===== src/rtl/out_mux_sched_pkg.sv =====
// out_mux_pkg: shared widths and scheduler state encoding for out_mux_sched
package out_mux_pkg;
  localparam int SEL_W = 4;
  localparam int NSLOT = 16;
  typedef enum logic [1:0] {ST_IDLE, ST_SETTLE, ST_VALID} state_t;
endpackage


===== src/rtl/out_mux_sched_rr_pick16.sv =====
// rr_pick16: rotate-priority encoder, first set req bit at or after ptr (mod 16)
module rr_pick16
  import out_mux_pkg::*;
(
  input  logic [NSLOT-1:0] req,
  input  logic [SEL_W-1:0] ptr,
  output logic [SEL_W-1:0] idx,
  output logic             any
);
  logic [2*NSLOT-1:0] dbl;
  logic [NSLOT-1:0]   rot;
  assign dbl = {req, req} >> ptr;
  assign rot = dbl[NSLOT-1:0];
  assign any = |req;
  // descending scan so the lowest rotated position (closest to ptr) wins
  always_comb begin
    idx = ptr;
    for (int i = NSLOT - 1; i >= 0; i--)
      if (rot[i]) idx = ptr + SEL_W'(i);
  end
endmodule


===== src/rtl/out_mux_sched.sv =====
// out_mux_sched: round-robin scheduler driving the 16:1 result mux select
module out_mux_sched
  import out_mux_pkg::*;
#(
  parameter int SETTLE = 0,
  parameter int NSLOT  = 16
) (
  input  logic             clk,
  input  logic             rst,
  input  logic [15:0]      req,
  input  logic             out_ready,
  output logic [SEL_W-1:0] OutMuxAdd,
  output logic             out_valid,
  output logic [15:0]      ack,
  output logic             busy
);
  if (NSLOT != out_mux_pkg::NSLOT) begin : g_bad_nslot
    $error("out_mux_sched: NSLOT must be 16");
  end
  if (SETTLE < 0 || SETTLE > 7) begin : g_bad_settle
    $error("out_mux_sched: SETTLE must be 0..7");
  end
  localparam logic [2:0] SCNT = SETTLE > 0 ? 3'(SETTLE - 1) : 3'd0;
  localparam state_t     POST = SETTLE > 0 ? ST_SETTLE : ST_VALID;
  state_t           state;
  logic [SEL_W-1:0] rr_ptr;
  logic [2:0]       settle_cnt;
  logic [SEL_W-1:0] pick;
  logic             any;
  rr_pick16 u_pick (
    .req (req),
    .ptr (rr_ptr),
    .idx (pick),
    .any (any)
  );
  assign out_valid = state == ST_VALID;
  assign busy      = state != ST_IDLE;
  assign ack       = out_valid && out_ready ? 16'h1 << OutMuxAdd : 16'h0;
  // with SETTLE=0 the SETTLE state is unreachable, so the counter never gates VALID
  always_ff @(posedge clk) begin
    if (rst) begin
      state      <= ST_IDLE;
      OutMuxAdd  <= '0;
      rr_ptr     <= '0;
      settle_cnt <= '0;
    end else begin
      case (state)
        ST_IDLE: if (any) begin
          OutMuxAdd  <= pick;
          settle_cnt <= SCNT;
          state      <= POST;
        end
        ST_SETTLE: if (settle_cnt == 3'd0) state <= ST_VALID;
                   else settle_cnt <= settle_cnt - 3'd1;
        ST_VALID: if (out_ready) begin
          rr_ptr <= OutMuxAdd + SEL_W'(1);
          state  <= ST_IDLE;
        end
        default: state <= ST_IDLE;
      endcase
    end
  end
  a_req_held: assert property (@(posedge clk) disable iff (rst) out_valid |-> req[OutMuxAdd])
    else $error("out_mux_sched: req[%0d] dropped before ack", OutMuxAdd);
endmodule


===== config.mk =====
export PLATFORM = sky130hd
export DESIGN_NAME = out_mux_sched
export DESIGN_NICKNAME = d
export VERILOG_FILES = /design/src/rtl/out_mux_sched_pkg.sv /design/src/rtl/out_mux_sched_rr_pick16.sv /design/src/rtl/out_mux_sched.sv
export SDC_FILE = /design/constraint.sdc
export NUM_CORES = 1
export LEC_CHECK = 0
export CORE_UTILIZATION = 40
export CTS_CLUSTER_DIAMETER = 50
export DETAILED_ROUTE_END_ITERATION = 10
export PLACE_DENSITY_LB_ADDON = 0.2
export RECOVER_POWER = 100
export SLEW_MARGIN = 10
export SYNTH_ARGS = -nofsm -noshare
export SYNTH_HDL_FRONTEND = slang
export SYNTH_SLANG_ARGS = --single-unit
export TNS_END_PERCENT = 5

===== constraint.sdc =====
create_clock -name clk -period 6.95 [get_ports clk]
set_clock_uncertainty 0.05 [all_clocks]
set_input_delay 1.39 -clock clk [delete_from_list [all_inputs] [get_ports clk]]
set_output_delay 1.39 -clock clk [all_outputs]
set_load 0.005 [all_outputs]

Word level (Yosys, flattened, before mapping)

Index checks and enable logic that the tools add are counted.

Register bits: 13
Latch bits: 0
Memory bits (writable): 0
Bits in read-only memories: 0
Input port bits: 19
Output and inout port bits: 22
Logic and storage cells: 63
Memories: 0

Add/subtract/negate cells: 17
$mul: 0
Divide/modulo/power cells: 0
Magnitude comparators: 0
Equality and inequality tests: 6
Shift operators: 2
Mux-type cells: 24
Bitwise logic cells: 0
Reduce and logical (&&, ||, !) cells: 10

Operators by type and width:

| operator             | count |
|---|---|
| $mux 4               | 16 |
| $add 4x4->4 const B  | 8 |
| $shr 32x4->16        | 1 |
| $add 4x3->4 const B  | 4 |
| $mux 16              | 1 |
| $reduce_or 16->1     | 1 |
| $shl 1x4->16 const A | 1 |
| $add 4x1->4 const B  | 2 |
| $add 4x2->4 const B  | 2 |
| $ne 2x2->1 const B   | 4 |
| $mux 2               | 3 |
| $mux 3               | 2 |
| $pmux 2 s3           | 1 |
| $pmux 3 s2           | 1 |
| $reduce_and 3->1     | 2 |
| $reduce_and 2->1     | 2 |
| $reduce_bool 2->1    | 2 |
| $logic_not 3->1      | 1 |
| $sub 3x1->3 const B  | 1 |
| $eq 2x1->1 const B   | 1 |
| $eq 2x2->1 const B   | 1 |
| $logic_not 2->1      | 1 |
| $logic_and 1x1->1    | 1 |

Logic depth before layout (Yosys ltp)

Depth in word-level cells: 17
Mapped depth: 12

Modules after synthesis

A second synthesis with hierarchy kept.

Cell total of the unflattened synthesis: 320
Area total of the unflattened synthesis: 2703.8 µm²

By module, submodules not included:

| module        | times used | cells each | area each (µm²) | sequential area each (µm²) |
|---|---|---|---|---|
| rr_pick16     | 1          | 254        | 2143.3          | 0.0 |
| out_mux_sched | 1          | 66         | 560.5           | 180.2 |

Worst setup path after synthesis

Ideal clock, no wire load.

Path type: in2reg
Start: input req[7]
End: register OutMuxAdd[0]
Setup time: 0.086 ns
Arrival: 3.497 ns
Data required time: 6.814 ns
Setup slack: 3.318 ns
Cell stages on the path: 7
Path buffers: 0
Path through: mux4_1 > mux4_2 > or2_1 > o311ai_1 > o211ai_2 > xnor2_1 > a211oi_1

Longest elaborated chain between the ends: 17
Elaborated cells between the ends (all ways): 19
Classes of those cells: shift (1); mux (16); reduce/logical (2)

RTL lines:

| what                 | RTL line                      | text |
|---|---|---|
| from (decl)          | out_mux_sched.sv:10           | `input logic [15:0] req,` |
| $shr 32x4->16        | out_mux_sched_rr_pick16.sv:12 | `assign dbl = {req, req} >> ptr;` |
| $mux 4 (16 in a row) | out_mux_sched_rr_pick16.sv:19 | `if (rot[i]) idx = ptr + SEL_W'(i);` |
| to (signal assigned) | out_mux_sched.sv:49           | `OutMuxAdd <= pick;` |
| to (decl)            | out_mux_sched.sv:12           | `output logic [SEL_W-1:0] OutMuxAdd,` |

Several ways; a longest one is shown, not always the timed one.
A chain may end at the register's enable or synchronous reset.

Final worst setup path

Start: input req[4]
End: register OutMuxAdd[3]

Same word-level chain as after synthesis.

==> flow_metrics.tcl <==
set metrics [dict create \
    final_cell_mix "mux4_2, nor2_1, nand2_1, dlygate4sd3_1" \
    ios 41 \
    layout_min_cycle_time_ns 4.78 \
    wl_um 8530 \
    hpwl_um 6260 \
    clock_latency_ns 0.24 \
    layout.cells.most_common "mux4_2" \
    synth-simple-area-share 0.188 \
    dr.pass1.iters 5 \
    critPathCaptureType "flop" \
    dpl_worst_slack_ns 2.43 \
    synthesis.instances 313 \
    drv_cap 0 \
    timing.final.ws_setup_ns 2.17 \
    die_w_um 87.2 \
    cts_resized 0 \
    use_met3 0.0284 \
    cts_sinks 9 \
    post_cts_buffers 0 \
    hold_viol_final 0 \
    grt.total_usage 0.230 \
    total_power_w 0.000450 \
    port_buffers 40 \
    tns_ns 0 \
    root_buffer "clkbuf_8" \
    synth_compound_area_frac 0.181 \
    fp.dieH_um 87.2 \
    initial_core_util 0.420 \
    outcome "completed" \
    yosys.cell_types.count 65 \
    cts_tree "done" \
    p_sw_w 0.000209 \
    power.leakage_nw 1.22 \
    yosysSeqAreaShare 0.0621 \
    synth_ff_type "dfxtp_1" \
    numCtsBuffers 3 \
    path_max_fanout 10 \
    synth_area_leaders "mux4_2, mux4_1, dfxtp_1" \
    synth_fa_ha_area_frac 0.0561 \
    holdBufCountCts 0 \
    crit_type "in -> reg" \
    internal_power_w 0.000241 \
    max_clock_freq_ghz 0.209 \
    combinationalPowerShare 0.708 \
    use_met1 0.342 \
    via_count 2799 \
    p_per_area_mw_per_mm2 135 \
    cp-start-kind "input port" \
    clock_path_buffers 2 \
    setup-violations-final 0 \
    hold_path.class "reg -> reg" \
    area_growth_pct 14.8 \
    layout-drive-gt1-share 0.179 \
    wl_per_cell_um 19.7 \
    seqPwrFrac 0.156 \
    arrival_ns 4.86 \
    grtUsageMet2 0.362 \
    synth-xor-area-share 0.0242 \
    rows 30 \
    path_clk_slew_ns 0.05 \
    antenna_found_initial 0 \
    core_mm2 0.00691 \
    worst_pin_slew_ns 1.15 \
    fillers 695 \
    n_antenna_cell 0 \
    drtIter0Drc 279 \
    synth_fp_nets 345 \
    worstPathRequired_ns 7.03 \
    nNetsFinal 369 \
    globalplace.congestion 0.903 \
    slew_viol_final 0 \
    synth_enable_flop_cells 0 \
    antenna_left 0 \
    fp.dieArea_mm2 0.00760 \
    yosysWarnings 0 \
    max-slew-margin-rel 0.235 \
    top_usage_layer "met2" \
    ys_async_sr_fraction 0 \
    synth_top_family_by_area "multiplexers" \
    yosysTopAreaCell "mux4_2" \
    grt_pass1_vias 2540 \
    rsz0062_at_grt "no" \
    syn_area_mm2 0.00290 \
    synth_seq_cells 9 \
    htree_levels 1 \
    synthDominantCellAreaShare 0.248 \
    route.detailed.drc 0 \
    synthMuxAreaShare 0.422 \
    min_period_over_period 0.688 \
    overflow 0 \
    p_sw_frac 0.465 \
    post_drt_via_cell_ratio 6.48 \
    clkPwrFrac 0.136 \
    grt_pass1_wl_um 13600 \
    synth_area_per_cell_um2 9.27 \
    grt_max_degree 40 \
    irDropWorstVdd_mv 0.0877 \
]
## worst max-delay path, cell delays in order
cell	delay, ns
dlygate4sd3_1	0.65
mux4_1	0.69
mux2_2	0.35
mux2i_1	0.76
nand2_1	0.15
a2111oi_0	0.49
a21oi_1	0.13
o211a_1	0.24
## metrics by stage
| step | std cells | hold WS, ns | area, um2 | util |
|---|---|---|---|---|
| 5_1_grt | 432 | 0.531 | 3330 | 0.482 |
| 4_1_cts | 432 | 0.501 | 3350 | 0.485 |
| 2_1_floorplan | 313 | 0.477 | 2900 | - |
| 3_5_place_dp | 428 | 0.495 | 3300 | 0.478 |
| 6_report | 432 | 0.494 | 3330 | 0.482 |
| 3_3_place_gp | 428 | 0.490 | 3300 | 0.478 |
## power groups by stage
stage / Combinational [W] / Sequential, W / Clock (W)
floorplan: 0.000246 / 0.0000638 / 0
global placement: 0.000317 / 0.0000715 / 0
finish: 0.000318 / 0.0000701 / 0.0000613
CTS: 0.000320 / 0.0000701 / 0.0000626
global route: 0.000345 / 0.0000715 / 0.0000656
detailed placement: 0.000318 / 0.0000711 / 0
## final timing paths
path	from	slack (ns)	to	depth (start not counted)
max reg2reg	rr_ptr[3]	3.02	OutMuxAdd[3]	7
min	state[1]	0.49	state[1]	2
min reg2reg	state[1]	0.49	state[1]	2
max	req[4]	2.17	OutMuxAdd[3]	8
## metal layers
metal  vias to the layer above  wire (um)
met1                      1386       3870
li1                       1291          -
met3                         9        555
met5                         -          0
met4                         0         89
met2                       113       4010
## layout make-up
| class | count | area, um2 | share of cell area |
|---|---|---|---|
| clock buffer | 3 | 41.3 | 0.0124 |
| multi-input combinational | 266 | 2510 | 0.753 |
| clock inverter | 1 | 5.00 | 0.00150 |
| tap | 96 | 120 | 0.0361 |
| timing repair buffer | 43 | 423 | 0.127 |
| inverter | 14 | 52.6 | 0.0158 |
| sequential | 9 | 181 | 0.0545 |
## cells by family (layout without fill, tap and decap cells)
family / Yosys count / after routing
xor gates and xnor gates: 8 / 8
DFF: 9 / 9
and+or+nand+nor: 108 / 108
muxes: 67 / 67
adders and majority gates: 13 / 13
AOI/OAI and AO/OA: 70 / 70
buffers and inverters: 38 / 61
## flip-flops by register name, indices dropped and copies added, names as in the netlist
register,count
OutMuxAdd,4
state,1
rr_ptr,4
## cells in the mapped netlist (3+ instances only)
library cell and n:
mux4_2 32, nor2_1 31, nand2_1 27, mux2i_1 14, ha_1 13, inv_1 12, mux2_2 12, a21oi_1 11
dfxtp_1 9, nor3_1 8, a211oi_1 7, buf_1 7, clkbuf_1 7, mux4_1 7, xnor2_1 7, nand3_1 6
nor3b_1 6, o21ai_0 6, a31oi_1 5, nor4_1 5, and3_1 4, buf_2 4, nand2b_1 4, nor2b_1 4
a2111oi_0 3, a211o_1 3, a21o_1 3, buf_6 3, o221ai_1 3, o22ai_1 3, or3_1 3
Power figures use the tool's default switching activity.
